**src/rtl/pixel_frame_writer.sv**
```systemverilog
// Buffers a valid/ready pixel stream in a small FIFO and writes one frame
// sequentially into memory. Optional frame checksum: define PIXEL_CHECKSUM_EN.
module pixel_frame_writer #(
   parameter int IMG_WIDTH  = 256,
   parameter int IMG_HEIGHT = 384,
   parameter int ADDR_W     = 17,
   parameter int FIFO_DEPTH = 4
) (
   input  logic              clk,
   input  logic              rst_n,
   input  logic              start_i,
   input  logic              in_valid_i,
   input  logic [7:0]        in_pixel_i,
   output logic              in_ready_o,
   output logic              mem_we_o,
   output logic [ADDR_W-1:0] mem_addr_o,
   output logic [7:0]        mem_wdata_o,
   input  logic              mem_ready_i,
   output logic              busy_o,
   output logic              frame_done_o,
   output logic [15:0]       checksum_o
);

   localparam int CNT_W = ADDR_W + 1;
   localparam int PTR_W = $clog2(FIFO_DEPTH);
   localparam logic [CNT_W-1:0] TOTAL_C = CNT_W'(IMG_WIDTH * IMG_HEIGHT);
   localparam logic [PTR_W:0]   DEPTH_C = (PTR_W + 1)'(FIFO_DEPTH);

   typedef enum logic [1:0] {
      ST_IDLE  = 2'd0,
      ST_RUN   = 2'd1,
      ST_DRAIN = 2'd2,
      ST_DONE  = 2'd3
   } state_t;

   state_t           state_q, state_d;
   logic [CNT_W-1:0] acc_q, acc_d;
   logic [CNT_W-1:0] wr_q, wr_d;
   logic [7:0]       fifo_mem_q [FIFO_DEPTH];
   logic [PTR_W-1:0] wptr_q, wptr_d;
   logic [PTR_W-1:0] rptr_q, rptr_d;
   logic [PTR_W:0]   count_q, count_d;
   logic             full_s, empty_s, in_ready_s, push_s, pop_s, clr_s;
   logic [7:0]       head_s;

   // Full/empty come from the registered occupancy, so a same-cycle pop never frees a slot
   assign full_s     = (count_q == DEPTH_C);
   assign empty_s    = (count_q == '0);
   assign in_ready_s = (state_q == ST_RUN) & ~full_s;
   assign push_s     = in_valid_i & in_ready_s;
   assign pop_s      = ~empty_s & mem_ready_i;
   assign head_s     = fifo_mem_q[rptr_q];

   assign in_ready_o   = in_ready_s;
   assign mem_we_o     = ~empty_s;
   assign mem_wdata_o  = empty_s ? 8'h00 : head_s;
   assign mem_addr_o   = wr_q[ADDR_W-1:0];
   assign busy_o       = (state_q == ST_RUN) | (state_q == ST_DRAIN);
   assign frame_done_o = (state_q == ST_DONE);

   // FIFO pointer and occupancy next-state
   always_comb begin
      wptr_d  = wptr_q;
      rptr_d  = rptr_q;
      count_d = count_q;
      if (push_s) begin
         wptr_d = wptr_q + PTR_W'(1);
      end else begin
         wptr_d = wptr_q;
      end
      if (pop_s) begin
         rptr_d = rptr_q + PTR_W'(1);
      end else begin
         rptr_d = rptr_q;
      end
      if (push_s && !pop_s) begin
         count_d = count_q + (PTR_W + 1)'(1);
      end else if (pop_s && !push_s) begin
         count_d = count_q - (PTR_W + 1)'(1);
      end else begin
         count_d = count_q;
      end
   end

   // FIFO storage; contents are only observed through the occupancy-gated head
   always_ff @(posedge clk) begin
      if (push_s) begin
         fifo_mem_q[wptr_q] <= in_pixel_i;
      end
   end

   // Frame sequencing and accept/write counters
   always_comb begin
      state_d = state_q;
      acc_d   = acc_q;
      wr_d    = pop_s ? (wr_q + CNT_W'(1)) : wr_q;
      clr_s   = 1'b0;
      case (state_q)
         ST_IDLE: begin
            if (start_i) begin
               state_d = ST_RUN;
               acc_d   = '0;
               wr_d    = '0;
               clr_s   = 1'b1;
            end else begin
               state_d = ST_IDLE;
            end
         end
         ST_RUN: begin
            if (push_s) begin
               acc_d = acc_q + CNT_W'(1);
               if ((acc_q + CNT_W'(1)) == TOTAL_C) begin
                  state_d = ST_DRAIN;
               end else begin
                  state_d = ST_RUN;
               end
            end else begin
               state_d = ST_RUN;
            end
         end
         ST_DRAIN: begin
            if (pop_s && ((wr_q + CNT_W'(1)) == TOTAL_C)) begin
               state_d = ST_DONE;
            end else begin
               state_d = ST_DRAIN;
            end
         end
         ST_DONE: begin
            state_d = ST_IDLE;
         end
         default: begin
            state_d = ST_IDLE;
         end
      endcase
   end

   // State, counter and pointer registers
   always_ff @(posedge clk or negedge rst_n) begin
      if (!rst_n) begin
         state_q <= ST_IDLE;
         acc_q   <= '0;
         wr_q    <= '0;
         wptr_q  <= '0;
         rptr_q  <= '0;
         count_q <= '0;
      end else begin
         state_q <= state_d;
         acc_q   <= acc_d;
         wr_q    <= wr_d;
         wptr_q  <= wptr_d;
         rptr_q  <= rptr_d;
         count_q <= count_d;
      end
   end

`ifdef PIXEL_CHECKSUM_EN
   logic [15:0] csum_q, csum_d;

   // Wrap-around sum of every pixel actually written to memory
   always_comb begin
      csum_d = csum_q;
      if (clr_s) begin
         csum_d = 16'h0000;
      end else if (pop_s) begin
         csum_d = csum_q + {8'h00, head_s};
      end else begin
         csum_d = csum_q;
      end
   end

   // Checksum accumulator
   always_ff @(posedge clk or negedge rst_n) begin
      if (!rst_n) begin
         csum_q <= 16'h0000;
      end else begin
         csum_q <= csum_d;
      end
   end

   assign checksum_o = csum_q;
`else
   logic unused_clr_s;
   assign unused_clr_s = clr_s;
   assign checksum_o   = 16'h0000;
`endif

endmodule
```
**config.mk**
```make
export PLATFORM = sky130hd
export DESIGN_NAME = pixel_frame_writer
export DESIGN_NICKNAME = d
export VERILOG_FILES = /design/src/rtl/pixel_frame_writer.sv
export SDC_FILE = /design/constraint.sdc
export NUM_CORES = 1
export LEC_CHECK = 0
export ABC_AREA = 0
export CAP_MARGIN = 20
export CORE_UTILIZATION = 42
export CTS_CLUSTER_DIAMETER = 60
export DETAILED_ROUTE_END_ITERATION = 7
export DONT_BUFFER_PORTS = 1
export GPL_TIMING_DRIVEN = 0
export HOLD_SLACK_MARGIN = 0.15
export PLACE_DENSITY_LB_ADDON = 0.15
export SLEW_MARGIN = 20
export SYNTH_ARGS = -nofsm -noshare
export SYNTH_HDL_FRONTEND = slang
export SYNTH_SLANG_ARGS = --single-unit
```
**constraint.sdc**
```tcl
create_clock -name clk -period 2.4 [get_ports clk]
set_input_delay 0.36 -clock clk [delete_from_list [all_inputs] [get_ports clk]]
set_output_delay 0.36 -clock clk [all_outputs]
set_load 0.05 [all_outputs]
```
==> results.md <==
* Initial Util at 0.434
* Core box area at 0.0103 mm^2
* Max-Cap Viols at 0
* Residual DRC at 0
* Vias in the first global route at 3,045
* Ant. Diodes at 0
* Register bit count reported by yosys at 77
* Rows at 37
* Synthesized area per cell at 10.5 um^2
* Clk_lat worst skew at 0.36 ns
* Number of synthesized flops with an enable pin at 32
* Layout cells sized above 1 at 0.225
* CTS tree: yes
* CP Max Fanout at 6
* Clk buf depth at 2
* Synth unique cells at 55
* GP Congestion at 0.820
* Fmax at 0.414 GHz
* Fin. max-slew vios at 0
* Die Y at 105 um
* WHS Endpoint: wr_q[8]$_DFF_PN0_
* Clock Sink Count at 77
* Layout Skew at 0.0146 ns
* Post-Synth Adder-Cell Area at 0.0408
* Final setup violation count at 2
* Yosys warnings at 0
* Antenna viol nets, final at 0
* Commonest non-fill, non-tap cell in the layout: buf_4
* First DRT Iteration DRCs at 119
* Root Buffer Master: clkbuf_8
* XOR/XNOR share of the synthesized area at 0.0528
* Global Route Usage Sum at 0.177
* Chip width at 105 um
* Endpoints failing hold at 0
* Seq/Total Area, Yosys at 0.466
* Worst setup path category: register to register
* Worst Hold Class: input pin to register
* WP data arrival at 2.72 ns
* DIE AREA at 0.0111 mm^2
* Slew @ Worst Pin at 0.574 ns
* PortBufs at 0
* CP startpoint kind: register
* RSZ-0062 raised after global routing: yes
* Failing checks: setup timing
* P_leak at 0.00213 uW
* Hold Crit Start: start_i
* Mux share of post-synthesis cell area at 0.0545
* Hold Path Depth at 2
* Total power at 5520 uW
* Pin count of the biggest net entering global routing at 46
* Tcrit/Tclk final at 1.01
* Required time of the critical path at 2.70 ns
* Worst VDD drop at 0.000579 V
* Outcome: finished, violations left
* Slew margin rel. at 0.618
* Power Dens Cells at 1060 mW/mm^2
* Num CTS Buffers at 9
* Compound-cell area share of the yosys netlist at 0.107
* First-pass GRT wire length at 15,200 um
* Asr flop ratio synth at 0.584
* # IOs at 58
* Cells after synthesis at 427
* # H-tree levels at 3
* Reg2Reg Depth at 9
* Largest family of logic cells by synthesized area: simple AND/OR/NAND/NOR gates
* Worst-path clk slew at 0.08 ns
* WHS at 0.264 ns
* Period minus WS final at 2.42 ns
* Wirelength per Cell at 15.1 um
* CP Capture Type: register
* Post-synthesis simple-gate area fraction at 0.185
* Most frequent cells in the layout: 48 x buf_4, 39 x dfrtp_1, 32 x edfxtp_1
* Via count at 3,221
* Total gr overflow at 0
* Via/cell ratio at 5.23
* Final net count at 502
* Fin worst setup slack at -0.0168 ns
* Initial antenna violation count at 0
* Synthesized area at 0.00448 mm^2
* Final HPWL DP at 6070 um
* Most used DFF post-synth: dfrtp_1
* Area Overhead vs Synth at 16.7%
* Reg2reg setup slack at -0.02 ns
* Final wirelength at 9270 um
* First-pass iteration count of the detailed router at 4
==> state kept, by name, summed over array words and instances, names as in the netlist, named ones only <==
signal      count
wptr_q          2
state_q         1
rptr_q          2
wr_q           18
acc_q          18
count_q         3
fifo_mem_q     32
==> cell type report <==
type / count / area, um^2
buffer: 56 / 359
clock buffer: 10 / 128
clock inverter: 6 / 48.8
fill: 947 / 5100
inverter: 7 / 38.8
multi-input combinational: 297 / 2120
sequential: 77 / 2090
tap: 136 / 170
timing repair buffer: 27 / 267
==> worst max-delay path, stage by stage (launching register included) <==
cell and delay, ns:
dfrtp_1 0.40, inv_2 0.09, ha_4 0.13, a21boi_4 0.44
and2_4 0.28, buf_6 0.10, nand4_1 0.14, nor4_4 0.34
o2111a_1 0.27, mux2_4 0.15
==> power breakdown <==
part	leakage, uW	switching (uW)	internal, uW
clock network	0.0000908	517	385
registers	0.000840	277	1700
logic	0.00120	1620	1020
==> Yosys cell counts (9+ instances only) <==
cell type	n	area, um^2
a21o_1	9	67.6
a21oi_1	9	45.0
a22o_1	15	131
and2_1	13	81.3
and3_1	9	56.3
buf_4	33	248
clkbuf_1	19	71.3
dfrtp_1	45	1130
edfxtp_1	32	961
ha_1	13	163
nand2_1	31	116
nand3_1	14	70.1
nand4_1	14	87.6
nor2_1	27	101
nor3_1	16	80.1
o21ai_0	20	100
or3_1	12	75.1
xnor2_1	14	123
xor2_1	13	114
==> how the worst max path moves through the flow <==
| stage | end | slack [ns] | cells past startpoint |
|---|---|---|---|
| 3_3_place_gp | acc_q[9]$_DFFE_PN0P_ | -0.37 | 9 |
| 3_5_place_dp | acc_q[4]$_DFFE_PN0P_ | -0.44 | 9 |
| 2_1_floorplan | count_q[2]$_DFFE_PN0P_ | 0.002 | 11 |
| 4_1_cts | count_q[2]$_DFFE_PN0P_ | -0.001 | 11 |
| 5_1_grt | register | -0.13 | 9 |
| 6_report | register | -0.02 | 9 |
==> metal layers <==
metal  track usage  up-vias  share of wire
met5             0        -              0
met4        0.0634        0          0.011
met3        0.0346        7          0.032
met2         0.286       59           0.49
met1         0.236     1560           0.47
li1              -     1595              -
==> repair_timing <==
item / CTS / global route
hold endpoints to repair: 77 / 0
pin swaps: 5 / 11
cloned: 0 / 1
hold buffers: 10 / 0
gates resized for setup: 18 / 9
buffers inserted: 9 / 7
setup endpoints to repair: 30 / 22
==> cells by family (layout without fill, tap and decap cells) <==
kind of cell               count (synthesis)  in the layout
and+or+nand+nor                          157            157
DFF                                       77             77
AOI/OAI and AO/OA                         69             69
buffers and inverters                     68            106
xor gates and xnor gates                  27             27
adders and majority gates                 14             14
muxes                                     14             14
other                                      1             16
==> metrics by stage <==
stage	worst slack (ns)	util	std cells	area, um^2	TNS [ns]
after floorplan	0.00177	-	442	4570	0
after global placement	-0.371	0.459	578	4740	-6.98
after detailed placement	-0.437	0.459	578	4740	-8.23
after CTS	-0.00142	0.500	612	5160	-0.00142
after global routing	-0.128	0.506	616	5230	-0.278
final	-0.0168	0.506	616	5230	-0.0185
Note: power is estimated with default switching activity, not from simulation.
